===== src/rtl/program_loader_if.sv =====
// Byte-stream, instruction-memory write and status bundle for the program loader.
interface program_loader_if;
  localparam int unsigned WIDTH    = 16;
  localparam int unsigned I_ADDR_W = 7;
  localparam int unsigned BYTE_W   = 8;
  localparam int unsigned CNT_W    = 8;
  localparam int unsigned STATE_W  = 3;

  logic                start;
  logic [BYTE_W-1:0]   byte_in;
  logic                byte_valid;
  logic                byte_ready;
  logic                im_wr_en;
  logic [I_ADDR_W-1:0] im_wr_addr;
  logic [WIDTH-1:0]    im_wr_data;
  logic                cpu_hold;
  logic                done;
  logic                error;
  logic [CNT_W-1:0]    words_loaded;
  logic [STATE_W-1:0]  state_out;

  // Host / stream source side
  modport master (
    output start, byte_in, byte_valid,
    input  byte_ready, im_wr_en, im_wr_addr, im_wr_data,
           cpu_hold, done, error, words_loaded, state_out
  );

  // Loader side
  modport slave (
    input  start, byte_in, byte_valid,
    output byte_ready, im_wr_en, im_wr_addr, im_wr_data,
           cpu_hold, done, error, words_loaded, state_out
  );
endinterface


===== src/rtl/program_loader.sv =====
// Boot loader: assembles a byte stream into 16-bit words, writes them to
// instruction memory, verifies an XOR checksum and releases the processor.
module program_loader (
  input  logic           clk,
  input  logic           rst_n,
  program_loader_if.slave lif
);
  localparam int unsigned WIDTH    = 16;
  localparam int unsigned I_ADDR_W = 7;
  localparam int unsigned BYTE_W   = 8;
  localparam int unsigned CNT_W    = 8;
  localparam logic [CNT_W-1:0] MAX_WORDS = CNT_W'(128);

  typedef enum logic [2:0] {
    IDLE  = 3'd0,
    COUNT = 3'd1,
    HI    = 3'd2,
    LO    = 3'd3,
    WRITE = 3'd4,
    CHECK = 3'd5,
    RUN   = 3'd6,
    ERR   = 3'd7
  } state_t;

  state_t              state_q, state_d;
  logic [CNT_W-1:0]    count_q;
  logic [I_ADDR_W-1:0] index_q;
  logic [I_ADDR_W-1:0] wr_addr_q;
  logic [BYTE_W-1:0]   hi_q, lo_q, csum_q;
  logic [CNT_W-1:0]    words_q;
  logic                ready_q, wr_en_q, hold_q, done_q, error_q;
  logic                ready_d, wr_en_d, hold_d, done_d, error_d;
  logic                xfer_c;
  logic                last_word_c;

  assign xfer_c      = lif.byte_valid & ready_q;
  assign last_word_c = (CNT_W'(index_q) == (count_q - CNT_W'(1)));

  // Next-state logic and Moore decode of the upcoming state
  always_comb begin
    state_d = state_q;
    ready_d = 1'b0;
    wr_en_d = 1'b0;
    hold_d  = 1'b1;
    done_d  = 1'b0;
    error_d = 1'b0;
    case (state_q)
      IDLE:  if (lif.start) state_d = COUNT;
      COUNT: if (xfer_c) begin
               if ((lif.byte_in == '0) || (lif.byte_in > MAX_WORDS)) state_d = ERR;
               else                                                  state_d = HI;
             end
      HI:    if (xfer_c) state_d = LO;
      LO:    if (xfer_c) state_d = WRITE;
      WRITE: state_d = last_word_c ? CHECK : HI;
      CHECK: if (xfer_c) state_d = (lif.byte_in == csum_q) ? RUN : ERR;
      RUN:   if (lif.start) state_d = COUNT;
      ERR:   if (lif.start) state_d = COUNT;
      default: state_d = IDLE;
    endcase
    case (state_d)
      COUNT, HI, LO, CHECK: ready_d = 1'b1;
      WRITE:                wr_en_d = 1'b1;
      RUN: begin
        hold_d = 1'b0;
        done_d = 1'b1;
      end
      ERR:                  error_d = 1'b1;
      default: ;
    endcase
  end

  // State and registered status outputs
  always_ff @(posedge clk or negedge rst_n) begin
    if (!rst_n) begin
      state_q <= IDLE;
      ready_q <= 1'b0;
      wr_en_q <= 1'b0;
      hold_q  <= 1'b1;
      done_q  <= 1'b0;
      error_q <= 1'b0;
    end else begin
      state_q <= state_d;
      ready_q <= ready_d;
      wr_en_q <= wr_en_d;
      hold_q  <= hold_d;
      done_q  <= done_d;
      error_q <= error_d;
    end
  end

  // Word assembly, checksum, write address and progress counters
  always_ff @(posedge clk or negedge rst_n) begin
    if (!rst_n) begin
      count_q   <= '0;
      index_q   <= '0;
      wr_addr_q <= '0;
      hi_q      <= '0;
      lo_q      <= '0;
      csum_q    <= '0;
      words_q   <= '0;
    end else begin
      if (state_q == COUNT && xfer_c) begin
        count_q <= lif.byte_in;
        index_q <= '0;
        csum_q  <= '0;
      end
      if (state_q == HI && xfer_c) begin
        hi_q   <= lif.byte_in;
        csum_q <= csum_q ^ lif.byte_in;
      end
      if (state_q == LO && xfer_c) begin
        lo_q      <= lif.byte_in;
        csum_q    <= csum_q ^ lif.byte_in;
        wr_addr_q <= index_q;
      end
      if (state_q == WRITE) begin
        index_q <= index_q + I_ADDR_W'(1);
        words_q <= words_q + CNT_W'(1);
      end
      if (state_d == COUNT && state_q != COUNT) words_q <= '0;
    end
  end

  assign lif.byte_ready   = ready_q;
  assign lif.im_wr_en     = wr_en_q;
  assign lif.im_wr_addr   = wr_addr_q;
  assign lif.im_wr_data   = WIDTH'({hi_q, lo_q});
  assign lif.cpu_hold     = hold_q;
  assign lif.done         = done_q;
  assign lif.error        = error_q;
  assign lif.words_loaded = words_q;
  assign lif.state_out    = state_q;
endmodule


===== src/flat_wrapper.sv =====
// flat-port wrapper written by rule: the top's interface ports become plain ports
module program_loader_flat 
  (clk, rst_n, lif_start, lif_byte_in, lif_byte_valid, lif_byte_ready, lif_im_wr_en, lif_im_wr_addr, lif_im_wr_data, lif_cpu_hold, lif_done, lif_error, lif_words_loaded, lif_state_out);
  program_loader_if lif_i ();
  input  logic clk;
  input  logic rst_n;
  input wire logic [$bits(lif_i.start)-1:0] lif_start;
  input wire logic [$bits(lif_i.byte_in)-1:0] lif_byte_in;
  input wire logic [$bits(lif_i.byte_valid)-1:0] lif_byte_valid;
  output wire logic [$bits(lif_i.byte_ready)-1:0] lif_byte_ready;
  output wire logic [$bits(lif_i.im_wr_en)-1:0] lif_im_wr_en;
  output wire logic [$bits(lif_i.im_wr_addr)-1:0] lif_im_wr_addr;
  output wire logic [$bits(lif_i.im_wr_data)-1:0] lif_im_wr_data;
  output wire logic [$bits(lif_i.cpu_hold)-1:0] lif_cpu_hold;
  output wire logic [$bits(lif_i.done)-1:0] lif_done;
  output wire logic [$bits(lif_i.error)-1:0] lif_error;
  output wire logic [$bits(lif_i.words_loaded)-1:0] lif_words_loaded;
  output wire logic [$bits(lif_i.state_out)-1:0] lif_state_out;
  assign lif_i.start = lif_start;
  assign lif_i.byte_in = lif_byte_in;
  assign lif_i.byte_valid = lif_byte_valid;
  assign lif_byte_ready = lif_i.byte_ready;
  assign lif_im_wr_en = lif_i.im_wr_en;
  assign lif_im_wr_addr = lif_i.im_wr_addr;
  assign lif_im_wr_data = lif_i.im_wr_data;
  assign lif_cpu_hold = lif_i.cpu_hold;
  assign lif_done = lif_i.done;
  assign lif_error = lif_i.error;
  assign lif_words_loaded = lif_i.words_loaded;
  assign lif_state_out = lif_i.state_out;
  program_loader u_core (.clk(clk), .rst_n(rst_n), .lif(lif_i));
endmodule

===== config.mk =====
export PLATFORM = sky130hd
export DESIGN_NAME = program_loader_flat
export DESIGN_NICKNAME = d
export VERILOG_FILES = /design/src/rtl/program_loader_if.sv /design/src/rtl/program_loader.sv /design/src/flat_wrapper.sv
export SDC_FILE = /design/constraint.sdc
export NUM_CORES = 1
export LEC_CHECK = 0
export CORE_ASPECT_RATIO = 1.5
export CORE_MARGIN = 1
export CORE_UTILIZATION = 45
export DETAILED_ROUTE_END_ITERATION = 7
export PLACE_DENSITY = 0.7
export SYNTH_ARGS = -nofsm -noshare
export SYNTH_HDL_FRONTEND = slang
export SYNTH_SLANG_ARGS = --single-unit

===== constraint.sdc =====
create_clock -name clk -period 2.8 [get_ports clk]
set_input_delay 0.56 -clock clk [delete_from_list [all_inputs] [get_ports clk]]
set_output_delay 0.56 -clock clk [all_outputs]
set_load 0.02 [all_outputs]

==> results by stage <==
CTS:
- Clock-pin slew was measured on the worst setup and hold paths at 0.07 ns.
- After clock tree synthesis, the setup repair step added 0 buffers.
- The tree built by TritonCTS fans out to 62 sinks.
- TritonCTS built the clock tree.
- The number of hold-repair buffers added at the cts stage is 0.
- For the worst-skew pair, the clock arrives at the later sink with an insertion delay of 0.34 ns.
- In this run, CTS created clock tree buffers numbering 9.
- The number of H-tree branching levels is 3.
- The post-cts gate resize count is 0.
- The longest clock path from root to sink contains 2 buffers.
- The cell chosen for the clock root is clkbuf_8.

Job:
- The tool flagged a number of max-cap violations equal to 0.

Floorplan:
- The initial standard-cell utilization of the core is 47.3%.
- Row generation in the floorplan step produced 35 rows.
- The die is 68.0 um wide.
- The die is 101 um tall.
- In this run the count of I/O pins placed on the die edge is 51.
- The die area is 0.00687 mm2.
- The placeable core area is 0.00622 mm2.

Routing:
- The first TritonRoute pass finished after 4 iterations.
- After detailed routing, the total wire length is 6250 um.
- The wire length on met2 is 3290 um.
- Using the TritonRoute via totals, the vias-per-cell ratio works out to 5.41.
- The wire length the detailed router placed on met1 is 2570 um.
- The routed length per placed instance is 14.5 um.
- The top metal layer carrying routed signals is met4.
- The count of routing violations after the opening detailed-route iteration is 92.
- The post-detailed-route count of antenna-violating nets is 0.
- For this run, design rule violations remaining after detail routing come to 0.
- The met3 layer wire length in the routed design is 269 um.
- The total via count after detailed routing is 2339.

GRT:
- After global routing the overflow that remains totals 0.
- The via count of the first global-routing pass is 2230.
- The number of antenna violations at the first check in global routing was 0.
- The pin count of the biggest net entering global routing is 34.
- The first global-routing pass estimated 10500 um of wire.
- In the global route stage, overall resource usage came out at 20.9%.

Logic synthesis:
- The number of flops mapped to enable cells by yosys is 0.
- The async set-reset flop share out of synthesis is 100%.
- dfrtp_1 takes more of the synthesized area than any other cell.
- The post-synthesis average cell area is 10.2 um2.
- The share of synthesized area occupied by flip-flops and latches is 52.8%.
- The warning count from the yosys run is 0.
- Yosys attributes the largest share of cell area to dfrtp_1 (52%), mux2_1 (6.5%), nand2_1 (5.9%).
- After synthesis the netlist holds a flip-flop and latch count of 62.
- The number of nets produced by synthesis is 303.
- The gate count after technology mapping is 288.
- The most frequent cell after synthesis is dfrtp_1.
- The top flip-flop cell by instance count after synthesis is dfrtp_1.
- Counting instances in the post-synthesis netlist gives the leading cell types as dfrtp_1 (61), nand2_1 (46), nor2_1 (29).
- The distinct cell type count after synthesis is 42.
- After synthesis, the largest area contributor takes up 51.9% of total cell area.
- The synthesized area is 0.00294 mm2.

STA:
- The count of pins over their slew limit came to 0.
- Timing would allow up to 437 MHz.
- Setup total negative slack on the finished layout was measured at 0 ns.
- Setup violations remaining at the end of the flow were counted as 0.
- In this run the tightest slew margin relative to its limit is 53.0%.
- Setup repair after global routing left no endpoint under its margin.
- At the pin with the least slew margin, the transition time is 0.706 ns.
- Of the available clock period, the critical path in the final layout requires 81.7%.
- The post-route minimum period is 2.29 ns.
- The clock arrives with 0.00775 ns of skew.
- The worst hold slack after final layout is 0.268 ns.
- The final number of hold-violating endpoints was 0.

Pwr:
- IR analysis of the VDD net gives a maximum drop of 0.562 mV.
- The leakage power total is 1.70 nW.
- The cell area power density is 1120 mW/mm2.

Place:
- The post-DP HPWL is 4430 um.
- The number of port buffers is 50.
- The weighted congestion at the end of routability-driven global placement is 0.802.

Worst setup path:
- The capturing element type of the critical path is a register.
- In this run the critical register-to-register path is launched from u_core.count_q[2].
- The worst setup path category is in -> reg.
- The signal arrival time at the worst endpoint is 2.52 ns.
- The worst setup path is launched from an input pin.
- The critical-path maximum fanout is 5.
- The critical path starts at lif_byte_in[2].
- The reg2reg setup slack is 0.53 ns.
- At the worst endpoint, the required time is 3.03 ns.

Final layout:
- Cells with a size suffix above 1 make up 12.8% of the layout.
- The layout overhead on the synthesized area is 29.3%.
- The final net count is 368.
- 0 antenna diodes ended up in the layout.

Run status:
- The flow ran to the end, and the final reports show no timing, DRC or antenna violations.

Min path:
- In this run the worst hold path is classified as in -> async.
[stage by stage]
| stage | total power [mW] | instances | utilization (%) | instance area (um2) | worst slack, ns |
|---|---|---|---|---|---|
| floorplan | 2.75 | 288 | - | 2940 | 0.705 |
| global placement | 3.44 | 416 | 57.9 | 3600 | 0.239 |
| detailed placement | 3.50 | 416 | 57.9 | 3600 | 0.167 |
| CTS | 4.30 | 432 | 61.2 | 3800 | 0.518 |
| global route | 4.57 | 432 | 61.2 | 3800 | 0.441 |
| finish | 4.26 | 432 | 61.2 | 3800 | 0.513 |
[cell families (layout without fill, tap and decap cells)]
logic type | count (synthesis) | in the layout | share of synthesized area [%]
buffers and inverters | 12 | 82 | 1.53
adder cells (fa/ha/maj) | 3 | 3 | 1.28
XOR/XNOR | 27 | 27 | 8.04
AND/OR/NAND/NOR | 115 | 115 | 18.5
multiplexers | 23 | 23 | 8.80
AO/OA/AOI/OAI | 46 | 46 | 9.06
flip-flops | 62 | 62 | 52.8
[state kept, by name, summed over array words and instances (netlist names)]
name and flops:
u_core.lo_q 8, u_core.index_q 7, u_core.csum_q 8, u_core.lif.state_out 3
u_core.lif.cpu_hold 1, u_core.lif.done 1, u_core.count_q 8, u_core.lif.error 1
u_core.lif.im_wr_addr 7, u_core.lif.im_wr_en 1, u_core.lif.words_loaded 8, u_core.hi_q 8
u_core.lif.byte_ready 1
[worst paths after layout]
path,end,depth (start not counted)
max in group asynchronous,u_core.lif.cpu_hold,2
min,u_core.lif.im_wr_addr[4],1
min reg2reg,u_core.hi_q[7],1
max,u_core.lif.done,8
max reg2reg,u_core.lif.error,7
min in group clk,u_core.hi_q[7],1
[final cells by class]
cell class | instances | area (um2)
clock buffer | 13 | 159
clock inverter | 3 | 42.5
fill | 551 | 2410
inverter | 4 | 15.0
multi-input combinational | 214 | 1340
sequential | 62 | 1550
tap | 74 | 92.6
timing repair buffer | 62 | 598
[cell usage in the layout, fill, tap and decap left out, types with 2 or more instances in the layout]
cell,instances
clkbuf_8,11
o21ai_0,5
xnor2_1,8
dfrtp_1,61
nor4_1,2
mux2_1,17
xor2_1,19
nor3_1,6
clkbuf_1,2
o211ai_1,2
inv_2,2
o21ai_1,25
and3_1,3
o21ai_2,2
inv_1,2
clkdlybuf4s50_1,49
nand4_1,3
nor2_1,29
buf_4,11
ha_1,3
nand2_1,46
a21oi_1,5
or4_1,2
mux2_2,6
nor2b_1,2
nand3_1,11
[power breakdown]
group	switching, mW	internal (mW)
combinational	0.957	0.911
clock	0.337	0.459
sequential	0.349	1.25
[routing by layer]
metal / track usage (%) / vias up
met5: 0 / -
met1: 26.1 / 1152
met4: 7.85 / 0
met2: 33.6 / 54
li1: - / 1123
met3: 5.77 / 10
[worst max-delay path, stage by stage]
cell and delay (ns):
clkdlybuf4s50_1 0.42, or4_1 0.53, nor4_1 0.24, buf_4 0.18, xnor2_1 0.12, o211ai_1 0.11, o21a_2 0.18, and3_1 0.18
No activity file was read; power rests on OpenSTA's default activity.
